### src/rtl/ws2812_frame_scheduler.sv
// ws2812_frame_scheduler: paces WS2812 frame launches and arbitrates two requesters.
// Optional feature macro: GLOBAL_BRIGHTNESS_EN (scale every channel at latch time).
module ws2812_frame_scheduler #(
   parameter int LED_COUNT    = 8,
   parameter int CLK_HZ       = 50000000,
   parameter int FRAME_HZ     = 60,
   parameter int BUSY_TIMEOUT = 2000000
) (
   input  logic                    clk,
   input  logic                    reset,
   input  logic                    req_a,
   input  logic [LED_COUNT*24-1:0] data_a,
   input  logic                    req_b,
   input  logic [LED_COUNT*24-1:0] data_b,
   input  logic [7:0]              brightness,
   output logic                    ack_a,
   output logic                    ack_b,
   output logic                    owner,
   output logic [LED_COUNT*24-1:0] drv_data,
   output logic                    drv_start,
   input  logic                    drv_busy,
   output logic                    frame_tick,
   output logic                    timeout_err
);

   localparam int FW     = LED_COUNT * 24;
   localparam int PERIOD = CLK_HZ / FRAME_HZ;
   localparam int PW     = (PERIOD > 2) ? $clog2(PERIOD) : 1;
   localparam int TW     = (BUSY_TIMEOUT > 8) ? $clog2(BUSY_TIMEOUT) : 3;

   localparam logic [PW-1:0] P_LAST = PW'(PERIOD - 1);
   localparam logic [TW-1:0] T_LAST = TW'(BUSY_TIMEOUT - 1);
   localparam logic [TW-1:0] B_LAST = TW'(3);

   typedef enum logic [1:0] {
      IDLE,
      START,
      WAIT_BUSY,
      WAIT_DONE
   } state_t;

   state_t        state;
   state_t        state_nx;
   logic [PW-1:0] pcnt;
   logic [TW-1:0] tcnt;
   logic          pending;
   logic          grant;
   logic          grant_b;
   logic          abort;
   logic [FW-1:0] frame_sel;
   logic [FW-1:0] frame_lat;

   // free-running frame period counter
   always_ff @(posedge clk or posedge reset) begin
      if (reset)
         pcnt <= '0;
      else if (pcnt == P_LAST)
         pcnt <= '0;
      else
         pcnt <= pcnt + PW'(1);
   end

   assign frame_tick = (pcnt == '0) && !reset;

   // round-robin pick: a lone requester wins, a tie goes away from owner
   assign grant_b   = req_b && (!req_a || !owner);
   assign grant     = (state == IDLE) && pending && (req_a || req_b);
   assign ack_a     = grant && !grant_b;
   assign ack_b     = grant && grant_b;
   assign frame_sel = grant_b ? data_b : data_a;
   assign drv_start = (state == START);

`ifdef GLOBAL_BRIGHTNESS_EN
   function automatic logic [7:0] scale(input logic [7:0] c, input logic [7:0] b);
      logic [15:0] p;
      p = {8'd0, c} * ({8'd0, b} + 16'd1);
      return p[15:8];
   endfunction

   // scale each 8-bit channel by (brightness+1)/256 on its way into the shadow
   always_comb begin
      frame_lat = frame_sel;
      for (int i = 0; i < LED_COUNT * 3; i++)
         frame_lat[i*8 +: 8] = scale(frame_sel[i*8 +: 8], brightness);
   end
`else
   logic [7:0] unused_brightness;
   assign unused_brightness = brightness;
   assign frame_lat         = frame_sel;
`endif

   // next-state logic with driver handshake timeouts
   always_comb begin
      state_nx = state;
      abort    = 1'b0;
      unique case (state)
         IDLE: begin
            if (grant)
               state_nx = START;
         end
         START: begin
            state_nx = WAIT_BUSY;
         end
         WAIT_BUSY: begin
            if (drv_busy) begin
               state_nx = WAIT_DONE;
            end else if (tcnt == B_LAST) begin
               state_nx = IDLE;
               abort    = 1'b1;
            end
         end
         WAIT_DONE: begin
            if (!drv_busy) begin
               state_nx = IDLE;
            end else if (tcnt == T_LAST) begin
               state_nx = IDLE;
               abort    = 1'b1;
            end
         end
         default: state_nx = IDLE;
      endcase
   end

   // state register, per-state wait counter and sticky timeout flag
   always_ff @(posedge clk or posedge reset) begin
      if (reset) begin
         state       <= IDLE;
         tcnt        <= '0;
         timeout_err <= 1'b0;
      end else begin
         state <= state_nx;
         if (state_nx != state)
            tcnt <= '0;
         else if (state == WAIT_BUSY || state == WAIT_DONE)
            tcnt <= tcnt + TW'(1);
         if (abort)
            timeout_err <= 1'b1;
      end
   end

   // one launch slot per tick; a tick landing on a grant opens a new slot
   always_ff @(posedge clk or posedge reset) begin
      if (reset)
         pending <= 1'b0;
      else if (pcnt == '0)
         pending <= 1'b1;
      else if (grant)
         pending <= 1'b0;
   end

   // shadow frame and owner only move on a grant
   always_ff @(posedge clk or posedge reset) begin
      if (reset) begin
         drv_data <= '0;
         owner    <= 1'b1;
      end else if (grant) begin
         drv_data <= frame_lat;
         owner    <= grant_b;
      end
   end

endmodule

### config.mk
export PLATFORM = sky130hd
export DESIGN_NAME = ws2812_frame_scheduler
export DESIGN_NICKNAME = d
export VERILOG_FILES = /design/src/rtl/ws2812_frame_scheduler.sv
export SDC_FILE = /design/constraint.sdc
export NUM_CORES = 1
export LEC_CHECK = 0
export ABC_AREA = 1
export BUFFER_PORTS_ARGS = -buffer_cell sky130_fd_sc_hd__buf_2
export CORE_AREA = 2 2 228 230
export DETAILED_ROUTE_END_ITERATION = 8
export DIE_AREA = 0 0 230 232
export RECOVER_POWER = 100
export SYNTH_ARGS = -nofsm -noshare
export SYNTH_HDL_FRONTEND = slang
export SYNTH_SLANG_ARGS = --single-unit
### constraint.sdc
create_clock -name clk -period 13.09 [get_ports clk]
set_input_delay 1.309 -clock clk [delete_from_list [all_inputs] [get_ports clk]]
set_output_delay 1.309 -clock clk [all_outputs]
set_load 0.01 [all_outputs]
==> load_flow_metrics.sql, run 1 <==
INSERT INTO impl_metrics (metric_group, metric, value, unit) VALUES
('status', 'outcome', 'complete, but fails checks', ''),
('status', 'violated_checks', 'max-capacitance violations, max-slew violations', ''),
('clocking', 'cts_max_level', '1', ''),
('synth', 'synth.ff_latch_count', '238', ''),
('die', 'floorplan_die_area', '53400', 'sq um'),
('job', 'drv_cap', '5', ''),
('routing', 'vias_per_cell', '4.29', ''),
('clocking', 'ctsLongestPathBuffers', '3', ''),
('die', 'io_pins', '595', ''),
('synth', 'combinational_family_with_the_most_area_after_synthesis', 'simple AND/OR/NAND/NOR gates', ''),
('global_routing', 'grt_use_met2', '0.238', ''),
('global_routing', 'use_met3', '0.0287', ''),
('sta', 'timing.slew.headroom', '-2.40', ''),
('sta', 'report.final.hold_viol_count', '0', ''),
('die', 'die_x', '230', 'microns'),
('routing', 'drt_iter0_markers', '622', ''),
('routing', 'drt_first_pass_iters', '5', ''),
('synth', 'synth.top_cell.area_share', '0.528', ''),
('synth', 'synthTopCellsByArea', 'sky130_fd_sc_hd__dfrtp_1 53%, sky130_fd_sc_hd__nand2_1 23%, sky130_fd_sc_hd__nand3_1 10%', ''),
('clocking', 'tritoncts_clock_tree', 'done', ''),
('sta', 'setup_repair_after_global_routing_missed_its_margin', 'no', ''),
('global_routing', 'antenna_found_initial', '1', ''),
('worst_setup_path', 'critical_path.max_fanout', '84', ''),
('cells_and_area', 'filler_cell_count', '5543', ''),
('routing', 'route.vias.total', '11600', ''),
('synth', 'combined_area_of_all_synthesized_cells', '11200', 'sq um'),
('power', 'total_power', '2960', 'uW'),
('synth', 'synth_top_cell_by_area', 'sky130_fd_sc_hd__dfrtp_1', ''),
('synth', 'multiplexer_fraction_of_the_synthesized_cell_area', '0', ''),
('worst_setup_path', 'worst_ep_arrival_time', '5.92', 'ns'),
('cells_and_area', 'numnets_final', '2396', ''),
('synth', 'yosys.cell_types.count', '34', ''),
('worst_setup_path', 'required', '13.57', 'ns'),
('clocking', 'cts_buffers', '27', ''),
('placement', 'place.gp.congestion', '0.867', ''),
('placement', 'dpl_cell_area', '14700', 'sq um'),
('min_path', 'min-delay-path-class', 'flip-flop to flip-flop', ''),
('clocking', 'cts.reportedPaths.clkPinSlew', '0.06', 'ns'),
('synth', 'synth-edff-count', '0', ''),
('worst_setup_path', 'crit_path_start_kind', 'input port', ''),
('sta', 'achievable-frequency', '184', 'MHz'),
('global_routing', 'pin_count_of_the_biggest_net_entering_global_routing', '116', ''),
('global_routing', 'first_global_vias', '11000', ''),
('worst_setup_path', 'path_class', 'input port to flip-flop', ''),
('routing', 'routed_wl', '39.7', 'mm'),
('worst_setup_path', 'worst_setup_path_end_kind', 'flip-flop', ''),
('clocking', 'tritoncts_num_sinks', '238', ''),
('synth', 'synth_xor_xnor_area_share', '0.0156', ''),
('global_routing', 'globalRoute.busiestLayer', 'met2', ''),
('cells_and_area', 'final_design_area_no_fill', '15300', 'sq um'),
('die', 'fp.dieH', '232', 'microns'),
('die', 'num_rows', '83', ''),
('routing', 'wl_per_cell', '14.7', 'microns'),
('clocking', 'worst_skew_pair.late_latency', '0.56', 'ns'),
('global_routing', 'gr-total-overflow', '0', ''),
('die', 'floorplan.initialDensity', '0.221', ''),
('sta', 'worst_setup_skew_after_layout', '0.0166', 'ns'),
('clocking', 'cell_at_the_root_of_the_clock_tree', 'sky130_fd_sc_hd__clkbuf_16', ''),
('sta', 'finalCriticalPeriod', '5.44', 'ns'),
('synth', 'synth_seq_area_share', '0.530', ''),
('synth', 'synth_fa_ha_area_frac', '0.00334', ''),
('sta', 'finalMaxSlewViolations', '332', ''),
('clocking', 'cts-resized-gates', '0', ''),
('die', 'design.core.area', '50900', 'sq um'),
('synth', 'yosysWarnings', '0', ''),
('synth', 'yosys-top-cells-count', '684 x sky130_fd_sc_hd__nand2_1, 237 x sky130_fd_sc_hd__dfrtp_1, 225 x sky130_fd_sc_hd__nand3_1', ''),
('global_routing', 'gr_util_all_layers', '0.140', ''),
('global_routing', 'gr-usage-met1', '0.176', ''),
('routing', 'antenna_violating_nets_post_route', '0', ''),
('synth', 'synth-simple-area-share', '0.383', ''),
('cells_and_area', 'area_growth_syn_to_layout', '35.8', '%');
## metrics by stage
step / setup WS (ns) / cells
floorplan: 5.25 / 1440
global placement: 9.34 / 2647
detailed placement: 9.24 / 2647
CTS: 9.45 / 2696
global route: 6.53 / 2697
finish: 7.65 / 2698
## report_power, final
part           total, uW  switching [uW]  internal, uW
clock network        747             311           436
logic               1000             639           365
registers           1200             177          1030
## final cells by class
| type | instances | area share |
|---|---|---|
| Antenna cell | 2 | 0.000328 |
| Clock buffer | 40 | 0.0521 |
| Clock inverter | 9 | 0.00476 |
| Inverter | 66 | 0.0167 |
| Multi-Input combinational cell | 1069 | 0.300 |
| Sequential cell | 238 | 0.391 |
| Tap cell | 680 | 0.0558 |
| Timing Repair Buffer | 594 | 0.179 |
## registers in the layout, indices dropped and copies added, names as in the netlist
signal / count
owner: 1
timeout_err: 1
drv_data: 192
state: 2
pcnt: 20
tcnt: 21
pending: 1
## metal layers
metal	wire, microns	up-vias
met2	19000	534
li1	-	5661
met4	1280	0
met3	3010	59
met5	0	-
met1	16300	5315
## worst paths after layout
check                      startpoint             to  slack (ns)  cells after the start
min in group asynchronous       reset   drv_data[62]        2.27                      2
max                             req_b  drv_data[169]        7.65                      8
min reg2reg                     owner          owner        0.48                      2
max reg2reg                  state[1]  drv_data[169]        8.05                      7
min                             owner          owner        0.48                      2
max in group asynchronous       reset   drv_data[22]        7.66                      4
## cells by family after synthesis
| kind of cell | after synthesis |
|---|---|
| AO/OA/AOI/OAI | 16 |
| XOR/XNOR | 20 |
| adder cells (fa/ha/maj) | 3 |
| buffers and inverters | 133 |
| flip-flops | 238 |
| AND/OR/NAND/NOR | 1030 |
## critical path: stages
cell and delay, ns:
sky130_fd_sc_hd__clkbuf_1 0.09, sky130_fd_sc_hd__or2_0 0.23, sky130_fd_sc_hd__nand3_2 0.07, sky130_fd_sc_hd__nor2_1 0.07, sky130_fd_sc_hd__clkinvlp_2 0.97, sky130_fd_sc_hd__clkbuf_1 2.62
sky130_fd_sc_hd__nand2_1 0.21, sky130_fd_sc_hd__nand3_1 0.22
## layout by cell type (no fill, tap or decap), types with 6 or more instances in the layout
cell	synthesis	final
sky130_fd_sc_hd__clkbuf_8	0	7
sky130_fd_sc_hd__nor2_2	12	12
sky130_fd_sc_hd__a21oi_1	6	7
sky130_fd_sc_hd__clkbuf_16	0	27
sky130_fd_sc_hd__nor4_1	6	6
sky130_fd_sc_hd__xor2_1	14	14
sky130_fd_sc_hd__inv_1	58	58
sky130_fd_sc_hd__nand2_1	684	685
sky130_fd_sc_hd__xnor2_1	6	6
sky130_fd_sc_hd__buf_2	33	387
sky130_fd_sc_hd__buf_4	21	6
sky130_fd_sc_hd__nand3_1	225	225
sky130_fd_sc_hd__clkbuf_1	8	207
sky130_fd_sc_hd__nand4_1	17	17
sky130_fd_sc_hd__nor3_1	6	7
sky130_fd_sc_hd__dfrtp_1	237	237
sky130_fd_sc_hd__o21ai_0	6	7
sky130_fd_sc_hd__nor2_1	66	68
sky130_fd_sc_hd__clkinv_2	0	7
No activity file was read; power rests on OpenSTA's default activity.
==> inputs of run 2 (changes only) <==
==> constraint.sdc (replaced) <==
create_clock -name clk -period 4.9 [get_ports clk]
set_input_delay 0.49 -clock clk [delete_from_list [all_inputs] [get_ports clk]]
set_output_delay 0.49 -clock clk [all_outputs]
set_load 0.01 [all_outputs]
==> run 2 against run 1 <==
  * Sequential power rose to 2.7 times the previous value
  * Clock power rose to 2.9 times the previous value
  * Largest cell class unchanged
  * Total power rose to 2.7 times the previous value
  * The run still ends with max-capacitance violations, max-slew violations left
  * Worst setup slack worse by 6.3 ns
  * First-iteration DRC count down 19%
  * Register-to-register slack worse by 6.7 ns
  * Global-route usage up 0.31 points
  * Flip-flop and latch count unchanged
  * Via count down 0.58%
  * Critical path depth unchanged
  * Largest power group unchanged
  * Worst hold slack worse by 0.35 ns
  * Non-clock buffer count unchanged
==> load_flow_metrics.sql, run 2 (synthesis gave the netlist of run 1 again) <==
INSERT INTO impl_metrics (metric_group, metric, value, unit) VALUES
('worst_setup_path', 'worst_setup_path_end_kind', 'flip-flop', ''),
('clocking', 'cell_at_the_root_of_the_clock_tree', 'sky130_fd_sc_hd__clkbuf_16', ''),
('global_routing', 'gr-total-overflow', '0', ''),
('worst_setup_path', 'crit_path_start_kind', 'flip-flop', ''),
('die', 'io_pins', '595', ''),
('global_routing', 'gr_util_all_layers', '0.143', ''),
('sta', 'worst_pin_slew', '3.17', 'ns'),
('sta', 'finalMaxSlewViolations', '255', ''),
('routing', 'antenna_violating_nets_post_route', '0', ''),
('clocking', 'cts_hold_repair.buffers', '0', ''),
('die', 'fp.dieH', '232', 'microns'),
('sta', 'timing.slew.headroom', '-1.12', ''),
('placement', 'dp_worst_setup_slack', '2.44', 'ns'),
('cells_and_area', 'filler_cell_count', '5595', ''),
('min_path', 'min-delay-path-class', 'input port to flip-flop', ''),
('sta', 'timing.final.ws_setup', '1.31', 'ns'),
('clocking', 'cts_max_level', '1', ''),
('routing', 'route.vias.total', '11500', ''),
('global_routing', 'first_global_vias', '11200', ''),
('clocking', 'tritoncts_clock_tree', 'done', ''),
('job', 'drv_cap', '3', ''),
('placement', 'post-place-cells', '2647', ''),
('routing', 'drc', '0', ''),
('die', 'die_x', '230', 'microns'),
('die', 'floorplan.initialDensity', '0.221', ''),
('worst_setup_path', 'worst-r2r-cell-count', '8', ''),
('die', 'floorplan_die_area', '53400', 'sq um'),
('global_routing', 'antenna_found_initial', '1', ''),
('power', 'power.share.switching', '0.377', ''),
('power', 'power.leakage', '0.00769', 'uW'),
('sta', 'period_share', '0.732', ''),
('sta', 'finalCriticalPeriod', '3.59', 'ns'),
('worst_setup_path', 'path_class', 'flip-flop to flip-flop', ''),
('worst_setup_path', 'worst_ep_arrival_time', '4.07', 'ns'),
('routing', 'wl_per_cell', '15.0', 'microns'),
('clocking', 'cts_buffers', '29', ''),
('status', 'outcome', 'complete, but fails checks', ''),
('cells_and_area', 'layoutNonFillerInstCount', '2699', ''),
('clocking', 'tritoncts_num_sinks', '238', ''),
('global_routing', 'pin_count_of_the_biggest_net_entering_global_routing', '124', ''),
('global_routing', 'grt_pass1_wl', '61.0', 'mm'),
('cells_and_area', 'multi_input_comb_area', '4580', 'sq um'),
('sta', 'worst_setup_skew_after_layout', '0.00811', 'ns'),
('cells_and_area', 'most-common-layout-cells', '685 x sky130_fd_sc_hd__nand2_1, 387 x sky130_fd_sc_hd__buf_2, 237 x sky130_fd_sc_hd__dfrtp_1, 226 x sky130_fd_sc_hd__nand3_1, 204 x sky130_fd_sc_hd__clkbuf_1', ''),
('cells_and_area', 'numnets_final', '2398', ''),
('power', 'power.switching', '3060', 'uW'),
('sta', 'report.final.hold_viol_count', '0', ''),
('placement', 'placement.io_buffers', '586', ''),
('sta', 'final.setup.tns', '0', 'ns'),
('sta', 'achievable-frequency', '279', 'MHz'),
('cells_and_area', 'sequential_standard_cell_area', '5960', 'sq um'),
('cells_and_area', 'area_growth_syn_to_layout', '37.0', '%'),
('routing', 'routed_wl', '40.4', 'mm'),
('placement', 'detailed_place_hpwl', '30.2', 'mm'),
('sta', 'setup_repair_after_global_routing_missed_its_margin', 'no', ''),
('cells_and_area', 'biggestRegsByFlops', 'drv_data: 192 flops, tcnt: 21 flops, pcnt: 20 flops', ''),
('clocking', 'cts-resized-gates', '0', ''),
('worst_setup_path', 'critical_path.max_fanout', '93', ''),
('min_path', 'min_path_cells', '3', ''),
('routing', 'vias_per_cell', '4.26', ''),
('routing', 'drt_iter0_markers', '504', ''),
('die', 'design.core.area', '50900', 'sq um'),
('cells_and_area', 'antenna_cells_inserted', '0', ''),
('clocking', 'ctsLongestPathBuffers', '3', ''),
('clocking', 'worst_skew_pair.late_latency', '0.56', 'ns'),
('power', 'power.clock.fraction', '0.271', ''),
('die', 'num_rows', '83', ''),
('status', 'violated_checks', 'max-capacitance violations, max-slew violations', ''),
('sta', 'finalSetupViolations', '0', ''),
('power', 'irDropWorstVdd', '0.000229', 'V'),
('clocking', 'cts_setup_buffers', '0', ''),
('worst_setup_path', 'required', '5.39', 'ns'),
('power', 'share_seq_of_total_power', '0.397', ''),
('routing', 'drt_first_pass_iters', '5', ''),
('cells_and_area', 'layout.cells.most_common', 'sky130_fd_sc_hd__nand2_1', ''),
('cells_and_area', 'post_route_cells_drive_above_1_share', '0.231', ''),
('cells_and_area', 'final_design_area_no_fill', '15400', 'sq um'),
('cells_and_area', 'top_register', 'drv_data', ''),
('placement', 'place.gp.congestion', '0.890', ''),
('cells_and_area', 'largest_register_ff_count', '192', ''),
('sta', 'worst_hold_slack', '0.131', 'ns'),
('power', 'p_int', '5040', 'uW'),
('placement', 'dpl_cell_area', '14700', 'sq um'),
('clocking', 'cts.reportedPaths.clkPinSlew', '0.06', 'ns'),
('power', 'power.share.combinational', '0.332', ''),
('power', 'power_density', '526', 'nW/um^2');
-- run 2: final cells by class --
class	count	share of cell area
Clock buffer	43	0.0571
Clock inverter	9	0.00723
Inverter	66	0.0172
Multi-Input combinational cell	1069	0.297
Timing Repair Buffer	594	0.179
Tap cell	680	0.0553
Sequential cell	238	0.387
-- run 2: metrics by stage --
stage	power, uW	utilization
final	8100	0.303
after global routing	8690	0.303
after CTS	8460	0.309
after detailed placement	6190	0.290
after global placement	6130	0.290
after floorplan	4780	-
-- run 2: path summary, 6_finish.rpt --
kind                                  from            to  slack (ns)
worst max register to register    state[1]  drv_data[85]        1.31
worst min-delay path            data_b[72]  drv_data[72]        0.13
min in group asynchronous            reset  drv_data[58]        0.96
worst max-delay path              state[1]  drv_data[85]        1.31
worst min register to register     pcnt[0]       pcnt[0]        0.48
max in group asynchronous            reset  drv_data[25]        1.87
-- run 2: routing by layer --
| layer | GRT usage | wire length [microns] | vias up |
|---|---|---|---|
| met4 | 0.0611 | 1420 | 2 |
| met3 | 0.0298 | 3240 | 59 |
| li1 | - | - | 5662 |
| met5 | 0 | 13 | - |
| met2 | 0.246 | 19600 | 489 |
| met1 | 0.173 | 16100 | 5290 |
-- run 2: critical path, cell delays in order, from the launching register on --
cell and delay (ns):
sky130_fd_sc_hd__dfrtp_1 0.50, sky130_fd_sc_hd__clkinvlp_2 0.29, sky130_fd_sc_hd__nand3_1 0.15, sky130_fd_sc_hd__nor2_1 0.32, sky130_fd_sc_hd__nand2_1 0.19, sky130_fd_sc_hd__inv_6 0.54
sky130_fd_sc_hd__clkbuf_2 1.03, sky130_fd_sc_hd__nand2_1 0.26, sky130_fd_sc_hd__nand3_1 0.17
-- run 2: power by group through the flow --
stage	logic, uW	clock network (uW)	registers, uW
2_1_floorplan	1270	0	3510
3_3_place_gp	2950	0	3190
3_5_place_dp	2990	0	3190
4_1_cts	2990	2280	3190
5_1_grt	3030	2360	3300
6_report	2690	2200	3220
==> inputs of run 3 (changes only) <==
==> constraint.sdc (replaced) <==
create_clock -name clk -period 3 [get_ports clk]
set_input_delay 0.3 -clock clk [delete_from_list [all_inputs] [get_ports clk]]
set_output_delay 0.3 -clock clk [all_outputs]
set_load 0.01 [all_outputs]
==> run 3 against run 2 <==
  * Clock skew rose by 0.0044 ns
  * Flip-flop and latch count unchanged
  * The run ends with max-slew violations left
  * Register-to-register slack got worse by 1.1 ns
==> load_flow_metrics.sql, run 3 (synthesis gave the netlist of run 1 again) <==
INSERT INTO impl_metrics (metric_group, metric, value, unit) VALUES
('global_routing', 'antenna_found_initial', '2', ''),
('clocking', 'cts_buffers', '29', ''),
('power', 'power.switching', '5510', 'uW'),
('cells_and_area', 'most-common-layout-cells', '687 x sky130_fd_sc_hd__nand2_1, 387 x sky130_fd_sc_hd__buf_2, 378 x sky130_fd_sc_hd__dlygate4sd3_1, 237 x sky130_fd_sc_hd__dfrtp_1, 225 x sky130_fd_sc_hd__nand3_1', ''),
('routing', 'routed_wl', '46.6', 'mm'),
('status', 'outcome', 'complete, but fails checks', ''),
('cells_and_area', 'post_route_cells_drive_above_1_share', '0.194', ''),
('placement', 'post-place-cells', '2657', ''),
('global_routing', 'gr_util_all_layers', '0.166', ''),
('power', 'power.share.switching', '0.358', ''),
('cells_and_area', 'top_register', 'drv_data', ''),
('min_path', 'min-delay-path-class', 'input port to flip-flop', ''),
('power', 'power.leakage', '0.00944', 'uW'),
('worst_setup_path', 'reg2reg_setup_slack', '0.19', 'ns'),
('status', 'violated_checks', 'max-slew violations', ''),
('cells_and_area', 'layout.cells.most_common', 'sky130_fd_sc_hd__nand2_1', ''),
('power', 'power.share.combinational', '0.442', ''),
('sta', 'worst_setup_skew_after_layout', '0.0125', 'ns'),
('clocking', 'tritoncts_clock_tree', 'done', ''),
('global_routing', 'first_global_vias', '13800', ''),
('sta', 'timing.slew.headroom', '-0.00349', ''),
('routing', 'wl_per_cell', '15.1', 'microns'),
('worst_setup_path', 'crit_start', 'state[1]', ''),
('routing', 'drt_first_pass_iters', '5', ''),
('sta', 'finalMaxSlewViolations', '37', ''),
('clocking', 'cell_at_the_root_of_the_clock_tree', 'sky130_fd_sc_hd__clkbuf_16', ''),
('routing', 'drc', '0', ''),
('worst_setup_path', 'worst_setup_path_end_kind', 'flip-flop', ''),
('sta', 'finalCriticalPeriod', '2.81', 'ns'),
('die', 'num_rows', '83', ''),
('routing', 'antenna_violating_nets_post_route', '0', ''),
('clocking', 'cts_setup_buffers', '0', ''),
('global_routing', 'grt_pass1_wl', '71.4', 'mm'),
('power', 'p_int', '9880', 'uW'),
('cells_and_area', 'largest_register_ff_count', '192', ''),
('die', 'design.core.area', '50900', 'sq um'),
('worst_setup_path', 'required', '3.49', 'ns'),
('worst_setup_path', 'worst-r2r-cell-count', '9', ''),
('worst_setup_path', 'crit-reg2reg-launch', 'state[1]', ''),
('cells_and_area', 'layoutNonFillerInstCount', '3088', ''),
('sta', 'finalSetupViolations', '0', ''),
('worst_setup_path', 'crit_path_start_kind', 'flip-flop', ''),
('clocking', 'cts-resized-gates', '0', ''),
('routing', 'route.vias.total', '13500', ''),
('worst_setup_path', 'worstReg2RegEnd', 'drv_data[80]', ''),
('worst_setup_path', 'worst_setup_path_endpoint', 'drv_data[80]', ''),
('placement', 'placement.io_buffers', '586', ''),
('global_routing', 'gr-total-overflow', '0', ''),
('die', 'floorplan_die_area', '53400', 'sq um'),
('die', 'floorplan.initialDensity', '0.221', ''),
('sta', 'achievable-frequency', '356', 'MHz'),
('worst_setup_path', 'worst_ep_arrival_time', '3.30', 'ns'),
('worst_setup_path', 'critical_path.max_fanout', '59', ''),
('power', 'irDropWorstVdd', '0.000436', 'V'),
('placement', 'detailed_place_hpwl', '30.7', 'mm'),
('clocking', 'cts_hold_repair.buffers', '378', ''),
('clocking', 'cts_max_level', '1', ''),
('clocking', 'tritoncts_num_sinks', '238', ''),
('power', 'power_density', '802', 'nW/um^2'),
('worst_setup_path', 'path_class', 'flip-flop to flip-flop', ''),
('clocking', 'cts.reportedPaths.clkPinSlew', '0.06', 'ns'),
('sta', 'worst_pin_slew', '1.51', 'ns'),
('sta', 'report.final.hold_viol_count', '0', ''),
('cells_and_area', 'area_growth_syn_to_layout', '70.9', '%'),
('die', 'io_pins', '595', ''),
('job', 'drv_cap', '0', ''),
('cells_and_area', 'layout.core_utilization', '0.377', ''),
('power', 'power.clock.fraction', '0.214', ''),
('routing', 'vias_per_cell', '4.38', ''),
('power', 'share_seq_of_total_power', '0.344', ''),
('global_routing', 'pin_count_of_the_biggest_net_entering_global_routing', '103', ''),
('sta', 'period_share', '0.935', ''),
('sta', 'worst_hold_slack', '0.0205', 'ns'),
('clocking', 'worst_skew_pair.late_latency', '0.56', 'ns'),
('cells_and_area', 'biggestRegsByFlops', 'drv_data: 192 flops, tcnt: 21 flops, pcnt: 20 flops', ''),
('clocking', 'ctsLongestPathBuffers', '3', ''),
('sta', 'setup_repair_after_global_routing_missed_its_margin', 'no', ''),
('cells_and_area', 'numnets_final', '2786', ''),
('die', 'fp.dieH', '232', 'microns'),
('routing', 'drt_iter0_markers', '637', ''),
('placement', 'place.gp.congestion', '0.880', ''),
('die', 'die_x', '230', 'microns');
-- run 3: power groups by stage --
stage / sequential (uW) / clock (uW) / combinational (uW)
3_5_place_dp: 5220 / 0 / 4930
5_1_grt: 5430 / 3530 / 7450
6_report: 5300 / 3290 / 6810
4_1_cts: 5220 / 3390 / 7090
3_3_place_gp: 5200 / 0 / 4860
2_1_floorplan: 5740 / 0 / 2080
-- run 3: critical path: stages, from the launching register on --
cell                            delay (ns)
sky130_fd_sc_hd__dfrtp_1              0.52
sky130_fd_sc_hd__inv_4                0.17
sky130_fd_sc_hd__nand3_2              0.12
sky130_fd_sc_hd__nor2_4               0.15
sky130_fd_sc_hd__nand3_1              0.19
sky130_fd_sc_hd__inv_6                0.44
sky130_fd_sc_hd__buf_12               0.32
sky130_fd_sc_hd__nand2_1              0.11
sky130_fd_sc_hd__nand3_1              0.09
sky130_fd_sc_hd__dlygate4sd3_1        0.56
-- run 3: worst min-delay path by stage --
stage	slack (ns)	cells after the start	end	startpoint
floorplan	0.42	2	drv_data[0]	data_b[0]
global placement	0.31	2	pending	reset
detailed placement	0.31	2	state[0]	reset
CTS	0.006	3	drv_data[153]	data_a[153]
global route	0.02	3	drv_data[38]	data_b[38]
finish	0.02	3	drv_data[9]	data_a[9]
-- run 3: final cells by class --
cell class / instances / area (sq um)
fill: 5141 / 31700
sequential: 238 / 5960
timing repair buffer: 982 / 6660
multi-input combinational: 1069 / 4580
clock inverter: 5 / 33.8
clock buffer: 46 / 850
tap: 680 / 851
inverter: 66 / 267
antenna: 2 / 5.00
-- run 3: layer usage --
| layer | vias to the layer above | global-route usage | share of wire |
|---|---|---|---|
| met5 | - | 0 | 0 |
| met4 | 0 | 0.106 | 0.059 |
| met3 | 136 | 0.0390 | 0.081 |
| met2 | 681 | 0.286 | 0.49 |
| met1 | 6274 | 0.184 | 0.37 |
| li1 | 6440 | - | - |
-- run 3: per-stage QoR --
step / total power, uW / setup WS (ns) / instance area, sq um / setup TNS (ns)
2_1_floorplan: 7810 / -0.419 / 11200 / -99.31
3_3_place_gp: 10100 / 0.859 / 14800 / 0
3_5_place_dp: 10200 / 0.810 / 14800 / 0
4_1_cts: 15700 / 0.234 / 19500 / 0
5_1_grt: 16400 / 0.0328 / 19200 / 0
6_report: 15400 / 0.195 / 19200 / 0
